`config.mk`:
```
export PLATFORM = sky130hd
export DESIGN_NAME = vga_timing_gen
export DESIGN_NICKNAME = d
export VERILOG_FILES = /design/src/rtl/vga_timing_gen.sv
export SDC_FILE = /design/constraint.sdc
export NUM_CORES = 1
export LEC_CHECK = 0
export BUFFER_PORTS_ARGS = -buffer_cell sky130_fd_sc_hd__buf_2
export CAP_MARGIN = 0
export CORE_MARGIN = 2
export CORE_UTILIZATION = 59
export DETAILED_ROUTE_END_ITERATION = 7
export PLACE_DENSITY = 0.88
export SYNTH_ARGS = -nofsm -noshare
export SYNTH_HDL_FRONTEND = slang
export SYNTH_SLANG_ARGS = --single-unit
```
`constraint.sdc`:
```
create_clock -name clk -period 6.89 [get_ports clk]
set_input_delay 1.378 -clock clk [delete_from_list [all_inputs] [get_ports clk]]
set_output_delay 1.378 -clock clk [all_outputs]
set_load 0.01 [all_outputs]
```
`src/rtl/vga_timing_gen.sv`:
```
// VGA raster timing generator: pixel/line counters, syncs, visible flag and line/frame strobes.
// All outputs come from the next-position values and are registered together, so they line up on the same pixel.
module vga_timing_gen #(
    parameter int H_DISPLAY = 640,
    parameter int H_FRONT   = 16,
    parameter int H_SYNC    = 96,
    parameter int H_BACK    = 48,
    parameter int V_DISPLAY = 480,
    parameter int V_FRONT   = 10,
    parameter int V_SYNC    = 2,
    parameter int V_BACK    = 33,
    parameter bit SYNC_POL  = 1'b0
) (
    input  logic       clk,
    input  logic       rst_n,
    input  logic       ce,
    output logic [9:0] hpos,
    output logic [9:0] vpos,
    output logic       hsync,
    output logic       vsync,
    output logic       visible,
    output logic       line_start,
    output logic       frame_start,
    output logic [9:0] frame_count
);

    localparam int H_TOTAL = H_DISPLAY + H_FRONT + H_SYNC + H_BACK;
    localparam int V_TOTAL = V_DISPLAY + V_FRONT + V_SYNC + V_BACK;

    if (H_TOTAL > 1024 || V_TOTAL > 1024) begin : g_bad_geometry
        $error("vga_timing_gen: H_TOTAL/V_TOTAL must fit in 10-bit counters");
    end

    localparam logic [9:0]  H_LAST   = 10'(H_TOTAL - 1);
    localparam logic [9:0]  V_LAST   = 10'(V_TOTAL - 1);
    // 11-bit bounds so a sync region ending exactly at 1024 still compares correctly
    localparam logic [10:0] H_VIS_END = 11'(H_DISPLAY);
    localparam logic [10:0] HS_START  = 11'(H_DISPLAY + H_FRONT);
    localparam logic [10:0] HS_END    = 11'(H_DISPLAY + H_FRONT + H_SYNC);
    localparam logic [10:0] V_VIS_END = 11'(V_DISPLAY);
    localparam logic [10:0] VS_START  = 11'(V_DISPLAY + V_FRONT);
    localparam logic [10:0] VS_END    = 11'(V_DISPLAY + V_FRONT + V_SYNC);

    logic        h_wrap;
    logic        v_wrap;
    logic [9:0]  h_next;
    logic [9:0]  v_next;
    logic [10:0] h_next_w;
    logic [10:0] v_next_w;

    always_comb begin
        h_wrap   = (hpos == H_LAST);
        v_wrap   = (vpos == V_LAST);
        h_next   = h_wrap ? 10'd0 : hpos + 10'd1;
        v_next   = vpos;
        if (h_wrap) begin
            v_next = v_wrap ? 10'd0 : vpos + 10'd1;
        end
        h_next_w = {1'b0, h_next};
        v_next_w = {1'b0, v_next};
    end

    always_ff @(posedge clk) begin
        if (!rst_n) begin
            hpos        <= '0;
            vpos        <= '0;
            hsync       <= ~SYNC_POL;
            vsync       <= ~SYNC_POL;
            visible     <= 1'b1;
            line_start  <= 1'b0;
            frame_start <= 1'b0;
            frame_count <= '0;
        end else begin
            line_start  <= 1'b0;
            frame_start <= 1'b0;
            if (ce) begin
                hpos        <= h_next;
                vpos        <= v_next;
                hsync       <= (h_next_w >= HS_START && h_next_w < HS_END) ? SYNC_POL : ~SYNC_POL;
                vsync       <= (v_next_w >= VS_START && v_next_w < VS_END) ? SYNC_POL : ~SYNC_POL;
                visible     <= (h_next_w < H_VIS_END) && (v_next_w < V_VIS_END);
                line_start  <= h_wrap;
                frame_start <= h_wrap && v_wrap;
                if (h_wrap && v_wrap) begin
                    frame_count <= frame_count + 10'd1;
                end
            end
        end
    end

endmodule

```
==> results of run 1 <==
synth_stat cells, drive strengths merged (2+ instances only):
master   number  area, µm²
nor2b         8       50.1
and3          7       43.8
nor4          3       18.8
nand3         6       30.0
a21oi         6       30.0
ha            5       62.6
o311a         2       20.0
a31oi         2       12.5
o21ai        11       55.1
or4           3       30.0
a21boi       10       75.1
o211a         2       20.0
xnor2        10       87.6
and2         13       81.3
dfxtp        35        701
and4          2       17.5
nor2         14       68.8
nand2        28        105
o2111ai       2       17.5
inv           7       26.3
nand3b        2       15.0
o211ai        3       22.5
mux2i         6       60.1
or3           6       37.5
nand4        10       77.6
buf           4       32.5
nor3          6       41.3
xor2          3       26.3
a211oi        2       15.0
clkbuf        9       33.8
cell families (layout without fill, tap and decap cells):
kind of cell               Yosys count  after routing
and+or+nand+nor                    111            111
xor gates and xnor gates            13             13
muxes                                6              6
AOI/OAI and AO/OA                   47             47
buffers and inverters               20             51
DFF                                 35             35
adders and majority gates            5              5
area by class of cell:
cell class,instances,area (µm²)
clock buffer,6,51.3
inverter,7,26.3
multi-input combinational,182,1200
timing repair buffer,37,185
tap,46,57.6
fill,287,1050
sequential,35,701
clock inverter,1,5.00
layout by cell type (no fill, tap or decap), types with 7 or more instances in the layout:
cell,count
and2_1,12
and3_1,7
buf_2,37
dfxtp_1,35
inv_1,7
nand2_1,28
nand4_1,9
nor2_1,13
nor2b_1,8
o21ai_0,10
xnor2_1,10
worst paths after layout:
kind	end	slack, ns	start
worst min-delay path	frame_count[9]	0.49	frame_count[9]
worst max-delay path	frame_count[9]	3.73	ce
worst min register to register	frame_count[9]	0.49	frame_count[9]
worst max register to register	vsync	4.10	hpos[0]
metrics by stage:
| step | hold WS [ns] | instances |
|---|---|---|
| finish | 0.490 | 314 |
| global route | 0.530 | 314 |
| global placement | 0.471 | 307 |
| CTS | 0.492 | 314 |
| detailed placement | 0.477 | 307 |
| floorplan | 0.501 | 237 |
worst max-delay path, cell delays in order:
cell      delay, ns
buf_2          0.35
inv_1          0.18
or4_4          0.66
nor2_8         0.20
nand4_4        0.15
or3_1          0.37
a21boi_1       0.13
per-layer routing:
metal  wire (µm)  part of all wire  vias to the layer above
li1            -                 -                      912
met1        1920              0.46                      839
met2        1880              0.45                       60
met3         274             0.066                        8
met4          72             0.017                        0
met5           0                 0                        -
registers in the layout (all words and copies together), names as in the netlist:
name	flops
line_start	1
frame_count	10
vpos	10
hsync	1
hpos	10
vsync	1
frame_start	1
visible	1
report_power, final:
group	internal [µW]	switching [µW]	leakage, µW
sequential	204	2.86	0.000283
clock	47.2	66.1	0.0000341
combinational	6.12	9.11	0.000632
total	258	78.0	0.000949
==> results.toml, run 1 <==
[synth]
synth-simple-area-share = 0.320
synth-edff-count = 0
synth_xor_area_frac = 0.0570
synthMuxAreaShare = 0.0301
ys_warn_count = 0
ys_dominant_reg_cell = "dfxtp_1"
synth_area_mm2 = 0.00200
synth_compound_area_frac = 0.165
ys_types = 48
synthAdderAreaFrac = 0.0313
syn_avg_cell_area_um2 = 8.43
synth_fp_nets = 245
synth_cells = 237
synth_top_family_by_area = "simple AND/OR/NAND/NOR gates"
ys_seq_area_frac = 0.351
synth-seq-cells = 35
async_flop_share = 0

[floorplan]
die_height_um = 62.2
io_pins = 38
start_util = 0.608
std_cell_rows = 21
core_mm2 = 0.00328
dieArea_mm2 = 0.00387
dieWidth_um = 62.2

[sta]
setup_viol_count_final = 0
fin_ws_ns = 3.73
post-route-period-util = 0.458
rsz0062_at_grt = "false"
fin_setup_tns_ns = 0
tightest_slew_ns = 0.741
slew_viol_final = 0
fin_worst_skew_ns = 0.00491
slew_headroom = 0.502
max_freq_mhz = 317
hold_viol_final = 0
final.min_clock_period_ns = 3.16

[detailed_routing]
vias_per_cell = 5.79
antenna_left = 0
firstDrtPassIters = 6
vias = 1819
drc = 0
wl_um = 4160
wl_per_cell_um = 13.2
dr.first_iter.drc_count = 110

[clock_tree]
path_clk_slew_ns = 0.10
cts_setup_buffers = 0
cts_buffers = 5
h-tree-depth = 2
cts_tree = "built"
clockBufferDepth = 2
clock_latency_ns = 0.34
post_cts_resized = 0
root_buffer = "clkbuf_4"
cts.sink_count = 35
ctsHoldBuffers = 0

[layout]
nNetsFinal = 276
stdcell_area_mm2 = 0.00223
drive_gt1_frac = 0.187
fin_util = 0.679
area_growth_syn_to_layout_pct = 11.6
n_antenna_cell = 0

[outcome]
status = "finished, final reports clean"

[critical_path]
reg2reg_depth = 7
critical_path_class = "in -> reg"
end_kind = "flip-flop"
worstPathRequired_ns = 7.18
cp_max_fo = 24
startpoint_type = "input pin"
arrival_ns = 3.44

[pwr]
cellLeakagePower_uw = 0.000949
ir_worst_vdd_mv = 0.101
power.density_mw_per_mm2 = 150
p_total_uw = 336

[placement]
place_area_mm2 = 0.00217
io_buffers = 37
pre_cts_ws_ns = 3.38
place_congestion = 0.885
dp_hpwl_um = 2930

[global_routing]
use_met2 = 0.372
antenna_found_initial = 0
grt_pass1_vias = 1598
grt-busiest-layer = "met2"
grt_usage = 0.231
grt_pass1_wl_um = 7160
use_met1 = 0.296
overflow = 0
grt_util_met3 = 0.0580
grt_max_degree = 37

[worst_hold_path]
min_delay_path_depth = 2
hold_class = "reg -> reg"

[job]
cap_violations = 0
(Power assumes the default switching activity.)
==> run 2: changes to the inputs <==
CORE_UTILIZATION = 55   (was 59)
PLACE_DENSITY = 0.83   (was 0.88)
clock period = 3 ns   (was 6.89 ns; I/O delays follow)
==> results.toml, run 2 (synthesis results as in run 1) <==
[layout]
n_antenna_cell = 0
reg.largest.list = "frame_count: 10 flops, hpos: 10 flops, vpos: 10 flops"
final_common_cell = "buf_2"
mostFrequentLayoutCells = "buf_2 (37), dfxtp_1 (35), nand2_1 (28)"
fillCellCount = 308
area_growth_syn_to_layout_pct = 12.4
drive_gt1_frac = 0.193
nNetsFinal = 278

[detailed_routing]
wl_per_cell_um = 13.1
wl_um = 4140
vias = 1809
dr.first_iter.drc_count = 116
vias_per_cell = 5.72
drc = 0
firstDrtPassIters = 4
antenna_left = 0

[clock_tree]
path_clk_slew_ns = 0.10
cts_buffers = 5
h-tree-depth = 2
clock_latency_ns = 0.33
post_cts_resized = 0
clockBufferDepth = 2
root_buffer = "clkbuf_4"
cts.sink_count = 35
cts_setup_buffers = 0
cts_tree = "built"
ctsHoldBuffers = 0

[floorplan]
dieWidth_um = 64.3
core_mm2 = 0.00342
std_cell_rows = 21
io_pins = 38
dieArea_mm2 = 0.00413
start_util = 0.585
die_height_um = 64.3

[global_routing]
overflow = 0
grt_max_degree = 37
antenna_found_initial = 0
grt_pass1_vias = 1562
grt_usage = 0.212
grt_pass1_wl_um = 7200

[sta]
slew_headroom = 0.516
fin_ws_ns = 0.400
fin_worst_skew_ns = 0.00916
hold_viol_final = 0
whs_ns = 0.500
final.min_clock_period_ns = 2.60
max_freq_mhz = 385
post-route-period-util = 0.867
tightest_slew_ns = 0.720
fin_setup_tns_ns = 0
slew_viol_final = 0
setup_viol_count_final = 0
rsz0062_at_grt = "false"

[pwr]
power.density_mw_per_mm2 = 343
ir_worst_vdd_mv = 0.248
cellLeakagePower_uw = 0.000960
p_total_uw = 771

[job]
cap_violations = 0

[critical_path]
r2r_setup_slack_ns = 0.40
critical_path_class = "reg -> reg"
cp_max_fo = 11
startpoint_type = "flip-flop"
worstPathRequired_ns = 3.27
arrival_ns = 2.87
r2r_end = "frame_count[9]"
r2r-start = "hpos[0]"
reg2reg_depth = 7
end_kind = "flip-flop"

[worst_hold_path]
hold_end = "frame_count[9]"
hp-start = "frame_count[9]"
min_delay_path_depth = 2
hold_class = "reg -> reg"

[placement]
io_buffers = 37
place_congestion = 0.854
dp_hpwl_um = 2890
pre_cts_ws_ns = 0.421

[outcome]
status = "finished, final reports clean"
run 2: how the worst max path moves through the flow:
| stage | start | cells past startpoint | end |
|---|---|---|---|
| after floorplan | hpos[0] | 7 | frame_count[9] |
| after global placement | hpos[0] | 7 | frame_count[9] |
| after detailed placement | hpos[0] | 7 | frame_count[9] |
| after CTS | hpos[0] | 7 | frame_count[9] |
| after global routing | hpos[0] | 7 | frame_count[9] |
| final | hpos[0] | 7 | frame_count[9] |
run 2: cell type report:
cell class	instances	area, µm²	area share
clock buffer	6	51.3	0.0228
inverter	7	26.3	0.0117
multi-input combinational	182	1200	0.536
timing repair buffer	39	200	0.0891
tap	46	57.6	0.0256
clock inverter	1	5.00	0.00223
sequential	35	701	0.312
run 2: critical path, cell delays in order, from the launching register on:
cell and delay [ns]:
dfxtp_1 0.45, ha_1 0.26, nand4_1 0.29, or4_4 0.70, nor2_8 0.21, nand4_4 0.15, or3_1 0.37, a21boi_1 0.13
run 2: report_power, final:
part	leakage [µW]	switching, µW	internal (µW)
sequential	0.000283	6.05	469
combinational	0.000643	21.4	15.0
clock	0.0000341	151	109
run 2: layer usage:
metal,vias up,track usage,part of all wire
met5,-,0,0
met4,0,0.0426,0.0092
met3,6,0.0475,0.050
met2,55,0.339,0.46
met1,831,0.294,0.48
li1,917,-,-
run 2: metrics by stage:
step                      std cells   util  cell area [µm²]
after floorplan                 237      -             2000
after global placement          309  0.641             2190
after detailed placement        309  0.641             2190
after CTS                       316  0.658             2250
after global routing            316  0.658             2250
final                           316  0.658             2250
==> run 3: changes to the inputs <==
CORE_UTILIZATION = 59   (was 55)
PLACE_DENSITY = 0.88   (was 0.83)
clock period = 3.2 ns   (was 3 ns; I/O delays follow)
==> results.toml, run 3 (synthesis results as in run 1) <==
[outcome]
status = "finished, final reports clean"

[clock_tree]
clock_latency_ns = 0.35
root_buffer = "clkbuf_4"
clockBufferDepth = 2
post_cts_resized = 0
cts_buffers = 5
h-tree-depth = 2
ctsHoldBuffers = 0
cts_setup_buffers = 0
cts.sink_count = 35
cts_tree = "built"
path_clk_slew_ns = 0.12

[critical_path]
worstPathCellList = "ha_1 > nand4_1 > or4_4 > nor2_8 > nand4_4 > or3_1 > a21boi_1"
critical_path_class = "reg -> reg"
startpoint_type = "flip-flop"
end_kind = "flip-flop"
crit_slowest_cell = "or4_4"
r2r_setup_slack_ns = 0.65
worstPathRequired_ns = 3.49
critPathMaxStageDelay_ns = 0.69
cp_top_family = "simple AND/OR/NAND/NOR gates"
cp_max_fo = 11
cp_num_buf_inv = 0
arrival_ns = 2.84

[layout]
final-seq-area_um2 = 701
fin_cells = 317
n_antenna_cell = 0
multi_input_area_mm2 = 0.00120
area_growth_syn_to_layout_pct = 14.8
nNetsFinal = 278
reg.largest.list = "frame_count: 10 flops, hpos: 10 flops, vpos: 10 flops"
final_common_cell = "buf_2"
drive_gt1_frac = 0.196
mostFrequentLayoutCells = "buf_2 (37), dfxtp_1 (35), nand2_1 (28)"
fillCellCount = 288

[sta]
tightest_slew_ns = 0.738
hold_viol_final = 0
whs_ns = 0.495
fin_worst_skew_ns = 0.0119
slew_headroom = 0.504
rsz0062_at_grt = "false"
setup_viol_count_final = 0
fin_setup_tns_ns = 0
post-route-period-util = 0.796
max_freq_mhz = 392
final.min_clock_period_ns = 2.55
slew_viol_final = 0

[detailed_routing]
vias_per_cell = 5.82
firstDrtPassIters = 5
dr.max_layer_used = "met4"
drc = 0
wl_met1_um = 2020
dr.first_iter.drc_count = 125
wl_per_cell_um = 13.9
antenna_left = 0
wl_um = 4410
vias = 1844
route.met3.wl_um = 214
dr_wl_met2_um = 2130

[floorplan]
dieWidth_um = 62.2
core_mm2 = 0.00328
std_cell_rows = 21
start_util = 0.608
die_height_um = 62.2
dieArea_mm2 = 0.00387
io_pins = 38

[pwr]
cellLeakagePower_uw = 0.000977
ir_worst_vdd_mv = 0.314
power.density_mw_per_mm2 = 387

[global_routing]
grt_usage = 0.246
grt_max_degree = 37
overflow = 0
antenna_found_initial = 0
grt_pass1_vias = 1714
grt_pass1_wl_um = 7720

[placement]
io_buffers = 37
placedCellCount = 309
place_congestion = 0.863
dp_hpwl_um = 3060

[worst_hold_path]
hold_class = "reg -> reg"

[job]
cap_violations = 0
[run 3: layout make-up]
type,count,area share
clock buffer,5,0.0164
inverter,7,0.0115
clock inverter,3,0.0294
tap,46,0.0251
sequential,35,0.305
multi-input combinational,182,0.525
timing repair buffer,39,0.0872
[run 3: worst register-to-register path, stage by stage (launching register included)]
cell	delay (ns)
dfxtp_1	0.45
ha_1	0.25
nand4_1	0.26
or4_4	0.69
nor2_8	0.20
nand4_4	0.15
or3_1	0.37
a21boi_1	0.13
[run 3: metrics by stage]
step                       util  worst slack, ns  power, µW  instance area, µm²
after global placement    0.667            0.755        489                2190
final                     0.699            0.652        888                2290
after global routing      0.699            0.455        921                2290
after detailed placement  0.667            0.681        490                2190
after floorplan               -            0.837        477                2000
after CTS                 0.699            0.657        895                2290
[run 3: metal layers]
metal | up-vias | global-route usage
met1 | 880 | 0.308
met3 | 5 | 0.0562
met4 | 0 | 0.0889
li1 | 915 | -
met5 | - | 0
met2 | 44 | 0.414
[run 3: final timing paths]
| check | start | to | cells past startpoint |
|---|---|---|---|
| worst max-delay path | hpos[0] | frame_count[9] | 7 |
| worst min-delay path | frame_count[9] | frame_count[9] | 2 |
| worst max register to register | hpos[0] | frame_count[9] | 7 |
| worst min register to register | frame_count[9] | frame_count[9] | 2 |
[run 3: where the power goes]
group / internal, µW / total [µW] / switching, µW
Combinational: 14.1 / 34.4 / 20.3
Sequential: 440 / 446 / 5.85
Clock: 243 / 408 / 165
Total: 697 / 888 / 191
